--- src/rtl/qam_demap_pkg.sv ---
// Shared state encodings and mode constants for the QAM demapper
// output buffer and its host-side flow control.
package qam_demap_pkg;

    typedef enum logic [1:0] {
        IDLE    = 2'b00,
        RECEIVE = 2'b01,
        READY   = 2'b10,
        READOUT = 2'b11
    } state_t;

    localparam logic MODE_DROP   = 1'b0;
    localparam logic MODE_STREAM = 1'b1;

endpackage

--- src/rtl/qam_sync_fifo.sv ---
// Single-clock word FIFO with an explicit fill counter so that a full
// FIFO can still accept a push when a pop happens in the same cycle.
module qam_sync_fifo #(
    parameter int DATA_W = 8,
    parameter int DEPTH  = 16,
    localparam int AW    = $clog2(DEPTH)
) (
    input  logic              dclk,
    input  logic              reset_n,
    input  logic              clear,
    input  logic              push,
    input  logic              pop,
    input  logic [DATA_W-1:0] wdata,
    output logic [DATA_W-1:0] rdata,
    output logic              full,
    output logic              empty,
    output logic [AW:0]       level
);

    localparam logic [AW:0] LVL_FULL = (AW + 1)'(DEPTH);

    logic [DATA_W-1:0] mem [DEPTH];
    logic [AW-1:0]     wr_ptr;
    logic [AW-1:0]     rd_ptr;
    logic [AW:0]       level_q;

    always_ff @(posedge dclk or negedge reset_n) begin
        if (!reset_n) begin
            wr_ptr  <= '0;
            rd_ptr  <= '0;
            level_q <= '0;
        end else if (clear) begin
            wr_ptr  <= '0;
            rd_ptr  <= '0;
            level_q <= '0;
        end else begin
            if (push) wr_ptr <= wr_ptr + 1'b1;
            if (pop)  rd_ptr <= rd_ptr + 1'b1;
            case ({push, pop})
                2'b10:   level_q <= level_q + 1'b1;
                2'b01:   level_q <= level_q - 1'b1;
                default: level_q <= level_q;
            endcase
        end
    end

    // Storage needs no reset; only pointers define what is valid.
    always_ff @(posedge dclk) begin
        if (push) mem[wr_ptr] <= wdata;
    end

    assign rdata = mem[rd_ptr];
    assign full  = (level_q == LVL_FULL);
    assign empty = (level_q == '0);
    assign level = level_q;

endmodule

--- src/rtl/qam_demap_flow_ctrl.sv ---
// Demapper output buffer: collects symbols, signals the host when a
// block is available, and drains it on read requests.
module qam_demap_flow_ctrl
    import qam_demap_pkg::*;
#(
    parameter int DATA_W = 8,
    parameter int DEPTH  = 16,
    parameter int THRESH = DEPTH,
    parameter int OVF_W  = 8
) (
    input  logic                     dclk,
    input  logic                     reset_n,
    input  logic                     enable,
    input  logic                     flush,
    input  logic                     mode,
    input  logic                     in_valid,
    input  logic [DATA_W-1:0]        in_data,
    input  logic                     read,
    output logic [DATA_W-1:0]        rd_data,
    output logic                     rd_valid,
    output logic                     available,
    output logic                     complete,
    output logic [$clog2(DEPTH):0]   fill_level,
    output logic [OVF_W-1:0]         overflow_cnt,
    output logic [1:0]               state
);

    localparam int LW = $clog2(DEPTH) + 1;
    localparam logic [LW-1:0] LVL_THR = LW'(THRESH);

    state_t            state_q;
    logic              push_ok;
    logic              push;
    logic              pop;
    logic              discard;
    logic              full;
    logic              empty;
    logic [DATA_W-1:0] fifo_rdata;

    always_comb begin
        push_ok = (state_q == RECEIVE) ||
                  (state_q[1] && mode == MODE_STREAM);
        pop     = read && (state_q == READOUT) && !empty && !flush;
        // A full FIFO still takes a symbol when a word leaves this cycle.
        push    = in_valid && push_ok && (!full || pop) && !flush;
        discard = in_valid && (state_q != IDLE) && !push && !flush;
    end

    qam_sync_fifo #(
        .DATA_W(DATA_W),
        .DEPTH (DEPTH)
    ) u_fifo (
        .dclk   (dclk),
        .reset_n(reset_n),
        .clear  (flush),
        .push   (push),
        .pop    (pop),
        .wdata  (in_data),
        .rdata  (fifo_rdata),
        .full   (full),
        .empty  (empty),
        .level  (fill_level)
    );

    always_ff @(posedge dclk or negedge reset_n) begin
        if (!reset_n) begin
            state_q <= IDLE;
        end else if (!enable) begin
            state_q <= IDLE;
        end else if (flush) begin
            state_q <= RECEIVE;
        end else begin
            case (state_q)
                IDLE:    state_q <= RECEIVE;
                RECEIVE: if (fill_level >= LVL_THR) state_q <= READY;
                READY:   if (read) state_q <= READOUT;
                READOUT: if (fill_level == '0 && !push) state_q <= RECEIVE;
                default: state_q <= IDLE;
            endcase
        end
    end

    always_ff @(posedge dclk or negedge reset_n) begin
        if (!reset_n) begin
            overflow_cnt <= '0;
        end else if (flush) begin
            overflow_cnt <= '0;
        end else if (discard && overflow_cnt != '1) begin
            overflow_cnt <= overflow_cnt + 1'b1;
        end
    end

    always_ff @(posedge dclk or negedge reset_n) begin
        if (!reset_n) begin
            rd_valid <= 1'b0;
            rd_data  <= '0;
        end else begin
            rd_valid <= pop;
            if (pop) rd_data <= fifo_rdata;
        end
    end

    assign available = (state_q == READY) || (state_q == READOUT);
    assign complete  = (state_q == IDLE) || (state_q == RECEIVE);
    assign state     = state_q;

endmodule
--- config.mk ---
export PLATFORM = sky130hd
export DESIGN_NAME = qam_demap_flow_ctrl
export DESIGN_NICKNAME = d
export VERILOG_FILES = /design/src/rtl/qam_demap_pkg.sv /design/src/rtl/qam_sync_fifo.sv /design/src/rtl/qam_demap_flow_ctrl.sv
export SDC_FILE = /design/constraint.sdc
export NUM_CORES = 1
export LEC_CHECK = 0
export CORE_MARGIN = 5
export CORE_UTILIZATION = 42
export DETAILED_ROUTE_END_ITERATION = 7
export SYNTH_ARGS = -nofsm -noshare
export SYNTH_HDL_FRONTEND = slang
export SYNTH_SLANG_ARGS = --single-unit
export TNS_END_PERCENT = 50
--- constraint.sdc ---
create_clock -name dclk -period 3.75 [get_ports dclk]
set_clock_uncertainty 0.2 [all_clocks]
set_input_delay 0.75 -clock dclk [delete_from_list [all_inputs] [get_ports dclk]]
set_output_delay 0.75 -clock dclk [all_outputs]
set_load 0.05 [all_outputs]
Word-level counts from Yosys, hierarchy flattened
Memories as Yosys holds them, arrays and structs flattened. A register that Yosys moved wholly into a read port is not among the register bits.
Cells that the tools add are included.

cells by class
  $add $sub $neg = 5
  magnitude comparators = 1
  equal/unequal tests = 10
  mux-type cells = 16
  reductions and logical operators = 29

operators by type and width
  kind                   count
  $mux W4                4
  $mux W8                2
  $logic_and A1 B1 Y1    12
  $mux W2                5
  $pmux W5 S2            1
  $add A4 B1 Y4 const B  2
  $add A8 B1 Y8 const B  1
  $ne A4 B4 Y1 const B   2
  $ne A8 B8 Y1 const B   1
  $pmux W2 S4            1
  $reduce_bool A2 Y1     4
  $eq A2 B2 Y1 const B   3
  $add A5 B1 Y5 const B  1
  $eq A5 B5 Y1 const B   1
  $ge A5 B5 Y1 const B   1
  $logic_not A1 Y1       5
  $logic_not A5 Y1       1
  $mux W5                1
  $sub A5 B1 Y5 const B  1
  $eq A2 B1 Y1 const B   2
  $logic_or A1 B1 Y1     4
  $ne A4 B3 Y1 const B   1
  $reduce_and A3 Y1      1
  $reduce_bool A3 Y1     1
  2 further kinds        3

word-level totals
  bits in registers = 24
  RAM bits = 128
  input port bits = 15
  output and inout port bits = 26
  memories kept = 1

memory list
  name        depth  bits a word  read ports  clocked after Yosys merged registers in  wr ports  RTL line             source
  u_fifo.mem  16     8            1           1                                        1         qam_sync_fifo.sv:22  logic [DATA_W-1:0] mem [DEPTH];

Depth between registers and ports, before layout
Gate-level depths: netlist of run 1.

  depth after elaboration = 13
  depth in mapped cells = 10
  mapped depth without buffers = 10

Hierarchy
Synthesis of run 1 repeated with hierarchy kept, for this count alone.

second synthesis, totals
  cell total of the unflattened synthesis = 418
  area, all modules = 6844.1 µm²

modules (own cells, without submodules)
  module               times used  cells an instance  area an instance (µm²)
  qam_sync_fifo        1           305                5764.3
  qam_demap_flow_ctrl  1           113                1079.8

Worst setup path before layout of run 1
No wires, ideal clock.

  path type = reg2reg
  start = register u_fifo.level_q[1], in the netlist u_fifo.level[1]
  end = register u_fifo.level_q[4], in the netlist u_fifo.level[4]
  setup time = 0.148 ns
  arrival time = 2.823 ns
  slack = 0.579 ns
  stages on the path, launching flop included = 10
  path buffers = 0
  clock period less this slack = 3.171 ns
  path through = dfrtp_1 > or4_4 > o221ai_1 > xnor2_1 > ha_1 > or3_2 > a21oi_1 > mux2i_1 > a22oi_1 > o31ai_1

on the way
  longest elaborated chain between the ends = 10
  elaborated cells between the ends (all ways) = 16
  classes of those cells = 2 x add/sub; 3 x eq/ne; 2 x mux; 9 x reduce/logical

ends and longest elaborated chain
  item                                          RTL line                   source
  start, declared                               qam_sync_fifo.sv:25        logic [AW:0] level_q;
  start signal, assigned                        qam_sync_fifo.sv:40        2'b10: level_q <= level_q + 1'b1;
  start signal, assigned                        qam_sync_fifo.sv:41        2'b01: level_q <= level_q - 1'b1;
  start signal, assigned                        qam_sync_fifo.sv:42        default: level_q <= level_q;
  $logic_not A5 Y1                              qam_sync_fifo.sv:54        assign empty = (level_q == '0);
  $logic_not A1 Y1                              qam_demap_flow_ctrl.sv:43  pop = read && (state_q == READOUT) && !empty && !flush;
  $logic_and A1 B1 Y1 (2 in a row)              qam_demap_flow_ctrl.sv:43
  $logic_or A1 B1 Y1                            qam_demap_flow_ctrl.sv:45  push = in_valid && push_ok && (!full || pop) && !flush;
  $logic_and A1 B1 Y1 (2 in a row)              qam_demap_flow_ctrl.sv:45
  $eq A2 B1 Y1 or $eq A2 B2 Y1 (tied branches)  qam_sync_fifo.sv:39        case ({push, pop})
  $pmux W5 S2                                   qam_sync_fifo.sv:39
  $mux W5                                       qam_sync_fifo.sv:32        end else if (clear) begin

Several ways; a longest one is shown, not always the timed one.
A chain may end at the register's enable or synchronous reset.

Worst setup path after layout of run 1
  start = register state_q[0], in the netlist state[0]
  end = output complete

on the way
  longest elaborated chain between the ends = 2
  elaborated cells between the ends (all ways) = 3
  classes of those cells = 1 x eq/ne; 2 x reduce/logical

ends and longest elaborated chain
  item                                              RTL line                    source
  start, declared                                   qam_demap_flow_ctrl.sv:31   state_t state_q;
  start signal, assigned                            qam_demap_flow_ctrl.sv:67   state_q <= IDLE;
  start signal, assigned                            qam_demap_flow_ctrl.sv:69   state_q <= IDLE;
  start signal, assigned                            qam_demap_flow_ctrl.sv:71   state_q <= RECEIVE;
  $eq A2 B1 Y1 or $logic_not A2 Y1 (tied branches)  qam_demap_flow_ctrl.sv:104  assign complete = (state_q == IDLE) || (state_q == RECEIVE);
  $logic_or A1 B1 Y1 (*)                            qam_demap_flow_ctrl.sv:104
  end, declared                                     qam_demap_flow_ctrl.sv:22   output logic complete,

Every way passes the cells marked *; elsewhere a longest branch is shown, timed or not.

==> flow_metrics.tcl, run 1 <==
set metrics [dict create \
    crit_end "complete" \
    start_util_pct 42.8 \
    post-route-period-util_pct 85.2 \
    final_net_count 470 \
    cts_buffer_depth 2 \
    synth.avg_cell_area_um2 17.4 \
    power_leakage_uw 0.00274 \
    drt_iter0_markers 185 \
    dieWidth_um 137 \
    status "completed" \
    hold_viol_final 0 \
    synth_seq_cells 160 \
    reg2regPathDepth 9 \
    antenna_cells 0 \
    seq_area_um2 4650 \
    relSlewSlack_pct 41.8 \
    ys.flop_type "edfxtp_1" \
    routed_wl_um 13400 \
    grt_pass1_wl_um 21300 \
    grt_max_degree 36 \
    worst_pin_slew_ns 0.873 \
    drv_slew 0 \
    synthCells 389 \
    track_usage_pct 15.5 \
    fin_setup_tns_ns 0 \
    vias_per_cell 5.32 \
    grt_pass1_vias 3802 \
    io_buffer_count 40 \
    die-height_um 137 \
    synth_edf_count 128 \
    clk_pin_slew_ns 0.06 \
    reg2reg_from "u_fifo.level[1]" \
    clkLatencyLatePin_ns 0.42 \
    hp-class "reg -> reg" \
    dp.cells 639 \
    dpl.hpwl_um 8890 \
    ctsResizeCount 0 \
    vias 3572 \
    yosysUniqueCellTypes 52 \
    dieArea_um2 18800 \
    cap_violations 0 \
    tritoncts "done" \
    r2r_end "u_fifo.level[4]" \
    cts-root-buf "clkbuf_16" \
    syn2layout_area_growth_pct 19.9 \
    grt_overflow 0 \
    grt_antenna_before_repair 0 \
    cts_sinks 160 \
    yosys_warnings 0 \
    seq_area_frac_synth_pct 68.6 \
    synth_area_um2 6770 \
    syn-num-nets 417 \
    drc 0 \
    r2r_slack_ns 0.83 \
    drive_gt1_share_pct 18.9 \
    end_kind "primary output" \
    startpoint "state[0]" \
    critPathLaunchType "flop" \
    setup_viol 0 \
    rows 46 \
    cts_setup_buffers 0 \
    final_cell_count_no_fill 671 \
    async_flop_share_pct 20.0 \
    period_needed_ns 3.19 \
    place.gp.congestion 0.783 \
    antenna_left 0 \
    power_density_nw_per_um2 541 \
    core_um2 15800 \
    fillerInstances 1289 \
    crit_type "reg -> out" \
    io_pins 41 \
    cts_hold_buf 0 \
    cts_buffers 17 \
    multiInputGateArea_um2 2020 \
    dr.pass1.iters 4 \
    critPathArrivalTime_ns 2.24 \
    critPathRequiredTime_ns 2.80 \
    rsz0062_at_grt "no" \
    clock.fmax_mhz 313 \
    routedWlPerCell_um 19.9 \
    ir_drop_mv 0.334 \
    cts_htree_levels 4 \
    cp_max_fo 7 \
]
-- worst min-delay path by stage --
stage | startpoint | end | slack, ns | depth (start not counted)
floorplan | reset_n | overflow_cnt[0] | 0.25 | 0
global placement | rd_data[3] | rd_data[3] | 0.36 | 2
detailed placement | overflow_cnt[4] | overflow_cnt[4] | 0.35 | 2
CTS | overflow_cnt[4] | overflow_cnt[4] | 0.37 | 2
global route | overflow_cnt[4] | overflow_cnt[4] | 0.39 | 2
finish | overflow_cnt[4] | overflow_cnt[4] | 0.36 | 2
-- sequential cells by signal, indices dropped and copies added (netlist names) --
signal,cells
overflow_cnt,8
rd_data,8
rd_valid,1
state,2
u_fifo.level,5
u_fifo.mem,128
u_fifo.rd_ptr,4
u_fifo.wr_ptr,4
-- layer usage --
metal	track usage [%]	wire length, um	share of wire, %
met1	20.2	5900	44
met2	25.1	6690	50
met3	4.34	620	4.6
met4	4.99	168	1.3
met5	0	0	0
-- synth_stat cells, types with 3 or more instances --
cell / n / share of area (%)
a221oi_1: 9 / 1.2
clkbuf_1: 10 / 0.55
nand2b_1: 3 / 0.28
nor2_1: 27 / 1.5
xnor2_1: 9 / 1.2
a21oi_1: 4 / 0.30
and2_1: 17 / 1.6
mux4_2: 32 / 11
nor4b_1: 3 / 0.39
ha_1: 13 / 2.4
buf_1: 3 / 0.17
dfrtp_1: 32 / 12
xor2_1: 5 / 0.65
edfxtp_1: 128 / 57
buf_2: 5 / 0.37
inv_1: 8 / 0.44
o21ai_0: 3 / 0.22
mux2i_1: 23 / 3.4
nand2_1: 11 / 0.61
-- placed cells by master (no fill, tap or decap), types with 3 or more instances in the layout --
master,count
nor4b_1,3
a221oi_1,9
dfrtp_1,30
a21oi_1,4
and2_1,17
nand2_1,11
bufinv_16,5
edfxtp_1,128
nor2_1,27
nand2b_1,3
xnor2_1,9
xor2_1,5
ha_1,13
buf_4,11
inv_1,8
clkbuf_1,3
clkdlybuf4s50_1,40
mux4_2,32
o21ai_0,3
clkbuf_16,17
mux2i_1,23
-- cell families (layout without fill, tap and decap cells) --
group,Yosys count,count (layout),share of synthesized area (%)
adder cells (fa/ha/maj),13,13,2.40
XOR/XNOR,14,14,1.81
flip-flops,160,160,68.6
multiplexers,57,57,14.4
AO/OA/AOI/OAI,33,33,3.96
buffers and inverters,26,92,1.53
AND/OR/NAND/NOR,86,86,7.23
-- power breakdown --
part,total (uW),switching [uW],internal [uW]
Combinational,494,308,186
Clock,1860,649,1220
Sequential,2030,61.5,1970
Total,4390,1020,3370
-- metrics by stage --
stage | setup slack, ns | cell area, um^2 | utilization, % | hold slack (ns) | total power [uW]
after floorplan | 0.579 | 6770 | - | 0.254 | 2370
after global placement | 0.422 | 7470 | 47.2 | 0.360 | 2560
after detailed placement | 0.352 | 7470 | 47.2 | 0.349 | 2570
after CTS | 0.516 | 8120 | 51.3 | 0.368 | 4430
after global routing | 0.422 | 8120 | 51.3 | 0.393 | 4560
final | 0.556 | 8120 | 51.3 | 0.363 | 4390
-- area by class of cell --
class | instances | share of cell area (%)
clock inverter | 10 | 2.27
multi-input combinational | 203 | 24.9
sequential | 160 | 57.2
tap | 216 | 3.33
inverter | 8 | 0.370
timing repair buffer | 52 | 6.20
clock buffer | 22 | 5.72
-- critical path: stages (launching register included) --
cell and delay (ns):
dfrtp_1 0.47, inv_1 0.12, ha_1 0.22, or2_2 0.31
clkdlybuf4s50_1 0.71
Note: power is estimated with default switching activity, not from simulation.
==> inputs of run 2 (changes only) <==
--- a/config.mk
+++ b/config.mk
@@ -6,8 +6,9 @@
 export NUM_CORES = 1
 export LEC_CHECK = 0
 export CORE_MARGIN = 5
-export CORE_UTILIZATION = 42
+export CORE_UTILIZATION = 55
 export DETAILED_ROUTE_END_ITERATION = 7
+export PLACE_DENSITY = 0.75
 export SYNTH_ARGS = -nofsm -noshare
 export SYNTH_HDL_FRONTEND = slang
 export SYNTH_SLANG_ARGS = --single-unit
==> flow_metrics.tcl, run 2 (synthesis results as in run 1) <==
set metrics [dict create \
    status "completed" \
    timing.final.ws_setup_ns 0.524 \
    io_buffer_count 40 \
    hp-class "reg -> reg" \
    mostFrequentLayoutCells "edfxtp_1 (128), clkdlybuf4s50_1 (40), mux4_2 (32), dfrtp_1 (30), nor2_1 (27)" \
    cts_sinks 160 \
    largest_reg_flops 128 \
    cts_buffer_depth 2 \
    grt_pass1_vias 3874 \
    min_path_cells 1 \
    reg2regPathDepth 6 \
    vias 3592 \
    hold_end "overflow_cnt[0]" \
    end_kind "primary output" \
    critPathArrivalTime_ns 2.28 \
    cap_violations 0 \
    routedWlPerCell_um 21.2 \
    period_needed_ns 3.23 \
    power_leakage_uw 0.00272 \
    rows 40 \
    drt_iter0_markers 300 \
    vias_per_cell 5.77 \
    grt_max_degree 36 \
    io_pins 41 \
    antenna_cells 0 \
    rsz0062_at_grt "no" \
    post-place-ws_ns 0.277 \
    final_common_cell "edfxtp_1" \
    finish.utilization_pct 66.5 \
    fin_setup_tns_ns 0 \
    cts_hold_buf 0 \
    cts-root-buf "clkbuf_16" \
    dr.pass1.iters 5 \
    clk_pin_slew_ns 0.06 \
    crit_type "reg -> out" \
    critPathRequiredTime_ns 2.80 \
    critPathLaunchType "flop" \
    cts_htree_levels 4 \
    grt_antenna_before_repair 0 \
    startpoint "state[1]" \
    cts_setup_buffers 0 \
    hold_viol_final 0 \
    r2r_slack_ns 0.74 \
    drive_gt1_share_pct 18.9 \
    ctsResizeCount 0 \
    dieArea_um2 14600 \
    grt_overflow 0 \
    grt_pass1_wl_um 20800 \
    worst_pin_slew_ns 1.13 \
    start_util_pct 56.1 \
    worstHoldStart "overflow_cnt[0]" \
    antenna_left 0 \
    tritoncts "done" \
    track_usage_pct 19.4 \
    core_um2 12100 \
    setup_viol 0 \
    relSlewSlack_pct 24.9 \
    stdcell_area_um2 8020 \
    post-route-period-util_pct 86.0 \
    syn2layout_area_growth_pct 18.5 \
    clkLatencyLatePin_ns 0.42 \
    r2r_end "u_fifo.mem[0][3]" \
    die-height_um 121 \
    routed_wl_um 13200 \
    cp_max_fo 7 \
    reg2reg_from "state[1]" \
    place_area_um2 7400 \
    drv_slew 0 \
    ir_drop_mv 0.333 \
    dpl.hpwl_um 8330 \
    dieWidth_um 121 \
    final_net_count 469 \
    fillerInstances 836 \
    top_regs "u_fifo.mem (128), overflow_cnt (8), rd_data (8)" \
    cts_buffers 17 \
    power_density_nw_per_um2 538 \
    largest-register "u_fifo.mem" \
    place.gp.congestion 0.884 \
    clock.fmax_mhz 310 \
    drc 0 \
]
## run 2: worst max-delay path, stage by stage (launching register included)
cell and delay [ns]:
dfrtp_1 0.48, inv_1 0.12, ha_1 0.22, or2_2 0.31
clkdlybuf4s50_1 0.72
## run 2: how the worst max path moves through the flow
stage / to / slack (ns) / cells past startpoint
after detailed placement: u_fifo.mem[0][5] / 0.28 / 6
after CTS: complete / 0.49 / 4
after global placement: u_fifo.mem[6][2] / 0.37 / 6
after floorplan: u_fifo.level[4] / 0.58 / 9
after global routing: complete / 0.41 / 4
final: complete / 0.52 / 4
## run 2: routing by layer
metal | global-route usage (%) | routed length, um | vias up
li1 | - | - | 1640
met1 | 23.6 | 5290 | 1829
met2 | 33.1 | 7060 | 110
met3 | 5.31 | 704 | 13
met4 | 7.15 | 160 | 0
met5 | 0 | 0 | -
## run 2: report_power, final
part,internal [uW],leakage [uW],switching [uW]
sequential,1970,0.00158,58.9
combinational,186,0.000837,309
clock,1110,0.000302,674
total,3270,0.00272,1040
## run 2: layout make-up
| cell class | instances | area, um^2 | share of cell area (%) |
|---|---|---|---|
| timing repair buffer | 51 | 495 | 6.18 |
| clock inverter | 14 | 190 | 2.37 |
| clock buffer | 18 | 429 | 5.35 |
| inverter | 8 | 30.0 | 0.374 |
| multi-input combinational | 203 | 2020 | 25.2 |
| tap | 168 | 210 | 2.62 |
| sequential | 160 | 4650 | 57.9 |
## run 2: per-stage QoR
stage	std cells	total power (uW)	hold slack, ns
after floorplan	389	2370	0.254
after global placement	590	2550	0.349
after detailed placement	590	2560	0.351
after CTS	622	4350	0.368
after global routing	622	4470	0.396
final	622	4310	0.366
==> inputs of run 3 (changes only) <==
--- a/config.mk
+++ b/config.mk
@@ -5,10 +5,12 @@
 export SDC_FILE = /design/constraint.sdc
 export NUM_CORES = 1
 export LEC_CHECK = 0
+export ABC_AREA = 1
 export CORE_MARGIN = 5
 export CORE_UTILIZATION = 55
 export DETAILED_ROUTE_END_ITERATION = 7
-export PLACE_DENSITY = 0.75
+export PLACE_DENSITY = 0.74
+export SKIP_LAST_GASP = 1
 export SYNTH_ARGS = -nofsm -noshare
 export SYNTH_HDL_FRONTEND = slang
 export SYNTH_SLANG_ARGS = --single-unit
==> constraint.sdc (replaced) <==
create_clock -name dclk -period 3.75 [get_ports dclk]
set_clock_uncertainty 0.2 [all_clocks]
set_input_delay 0.375 -clock dclk [delete_from_list [all_inputs] [get_ports dclk]]
set_output_delay 0.375 -clock dclk [all_outputs]
set_load 0.05 [all_outputs]
==> flow_metrics.tcl, run 3 <==
set metrics [dict create \
    status "completed" \
    syn-num-nets 635 \
    synth_top_area_cell "edfxtp_1" \
    setup_viol 0 \
    drc 0 \
    dpl.hpwl_um 10500 \
    antenna_left 0 \
    period_needed_ns 2.82 \
    place_area_um2 7570 \
    grt_pass1_vias 4881 \
    timing.final.ws_setup_ns 0.932 \
    largest_reg_flops 128 \
    final_common_cell "edfxtp_1" \
    worst_pin_slew_ns 1.09 \
    stdcell_area_um2 8200 \
    rows 41 \
    syn2layout_area_growth_pct 17.0 \
    cts_htree_levels 4 \
    largest-register "u_fifo.mem" \
    dieArea_um2 15100 \
    grt_max_degree 67 \
    grt_pass1_wl_um 25900 \
    grt_overflow 0 \
    routed_wl_um 16000 \
    power_uw 4660 \
    post-place-ws_ns 0.845 \
    critPathArrivalTime_ns 2.24 \
    yosysUniqueCellTypes 39 \
    p_switching_uw 1310 \
    rsz0062_at_grt "no" \
    core_um2 12600 \
    yosysMostFrequentCell "edfxtp_1" \
    synthCells 607 \
    ctsResizeCount 0 \
    dr.pass1.iters 6 \
    synth_edf_count 128 \
    place.gp.congestion 0.900 \
    io_pins 41 \
    cts_buffers 17 \
    vias 4786 \
    cts_buffer_depth 2 \
    cts_setup_buffers 0 \
    clk_pin_slew_ns 0.06 \
    end_kind "primary output" \
    hold_viol_final 0 \
    final_net_count 676 \
    power_density_nw_per_um2 569 \
    pwr-share-seq_pct 43.9 \
    cap_violations 0 \
    routedWlPerCell_um 19.2 \
    track_usage_pct 23.1 \
    holdWs_ns 0.293 \
    grt_antenna_before_repair 0 \
    fin_setup_tns_ns 0 \
    synth.avg_cell_area_um2 11.5 \
    synth_area_leaders "edfxtp_1 (55%), dfrtp_1 (11%), nor2_1 (5.4%)" \
    vias_per_cell 5.75 \
    antenna_cells 0 \
    cts_sinks 160 \
    post-route-period-util_pct 75.1 \
    power_frac_comb_pct 16.6 \
    yosys_warnings 0 \
    cp_max_fo 7 \
    die-height_um 123 \
    p_int_uw 3350 \
    synth_area_um2 7010 \
    synth_seq_cells 160 \
    seq_area_frac_synth_pct 66.3 \
    dieWidth_um 123 \
    async_flop_share_pct 20.0 \
    ir_drop_mv 0.297 \
    critPathRequiredTime_ns 3.17 \
    relSlewSlack_pct 27.1 \
    io_buffer_count 40 \
    clkLatencyLatePin_ns 0.42 \
    cts-root-buf "clkbuf_16" \
    hp-class "reg -> reg" \
    drive_gt1_share_pct 9.68 \
    drv_slew 0 \
    ys.flop_type "edfxtp_1" \
    clkPwrFrac_pct 39.5 \
    yosysTopAreaCellShare_pct 54.9 \
    swShare_pct 28.1 \
    clock.fmax_mhz 355 \
    tritoncts "done" \
    synth_commonest_cells "edfxtp_1 (128), nor2_1 (101), o21ai_0 (73), nand2_1 (62), nand3_1 (34)" \
    crit_type "reg -> out" \
    power_leakage_uw 0.00294 \
    drt_iter0_markers 564 \
    start_util_pct 55.7 \
    top_regs "u_fifo.mem (128), overflow_cnt (8), rd_data (8)" \
    cts_hold_buf 0 \
    critPathLaunchType "flop" \
    mostFrequentLayoutCells "edfxtp_1 (128), nor2_1 (101), o21ai_0 (73), nand2_1 (62), clkdlybuf4s50_1 (40)" \
]
run 3: critical path, cell delays in order (launching register included):
cell	delay (ns)
dfrtp_1	0.47
inv_1	0.13
ha_1	0.22
or2_2	0.30
clkdlybuf4s50_1	0.70
run 3: through the flow:
| stage | instances | util, % |
|---|---|---|
| after floorplan | 607 | - |
| after global placement | 801 | 60.2 |
| after detailed placement | 801 | 60.2 |
| after CTS | 833 | 65.2 |
| after global routing | 833 | 65.2 |
| final | 833 | 65.2 |
run 3: final timing paths:
path | startpoint | end | slack, ns | depth (start not counted)
worst max-delay path | state[1] | complete | 0.93 | 4
worst min-delay path | rd_data[4] | rd_data[4] | 0.29 | 1
worst max register to register | state[1] | u_fifo.mem[5][5] | 1.08 | 7
worst min register to register | rd_data[4] | rd_data[4] | 0.29 | 1
max in group asynchronous | reset_n | u_fifo.rd_ptr[0] | 2.35 | 1
min in group asynchronous | reset_n | overflow_cnt[4] | 0.31 | 1
run 3: power by group through the flow:
stage	Combinational, uW	Sequential [uW]	Clock [uW]
floorplan	326	2270	0
global placement	761	2080	0
detailed placement	775	2080	0
finish	773	2050	1840
global route	836	2060	1940
CTS	778	2050	1860
run 3: cell families (layout without fill, tap and decap cells):
| group | count (synthesis) | in the layout | synth area share [%] |
|---|---|---|---|
| simple gates | 226 | 226 | 14.4 |
| flops | 160 | 160 | 66.3 |
| compound gates | 130 | 130 | 11.2 |
| buf+inv | 62 | 116 | 3.71 |
| fa+ha+maj | 13 | 13 | 2.32 |
| mux | 9 | 9 | 1.29 |
| xor+xnor | 7 | 7 | 0.875 |
run 3: area by class of cell:
type	count	area (um^2)
tap	172	215
clock inverter	15	209
sequential	160	4650
timing repair buffer	50	475
clock buffer	17	425
fill	937	4370
multi-input combinational	385	2100
inverter	34	128
run 3: layer usage:
layer | GRT usage, % | vias up | share of wire [%]
met5 | 0 | - | 0
met1 | 30.0 | 2342 | 41
met3 | 5.12 | 31 | 5.9
met4 | 7.98 | 0 | 2.0
met2 | 38.5 | 175 | 51
li1 | - | 2238 | -
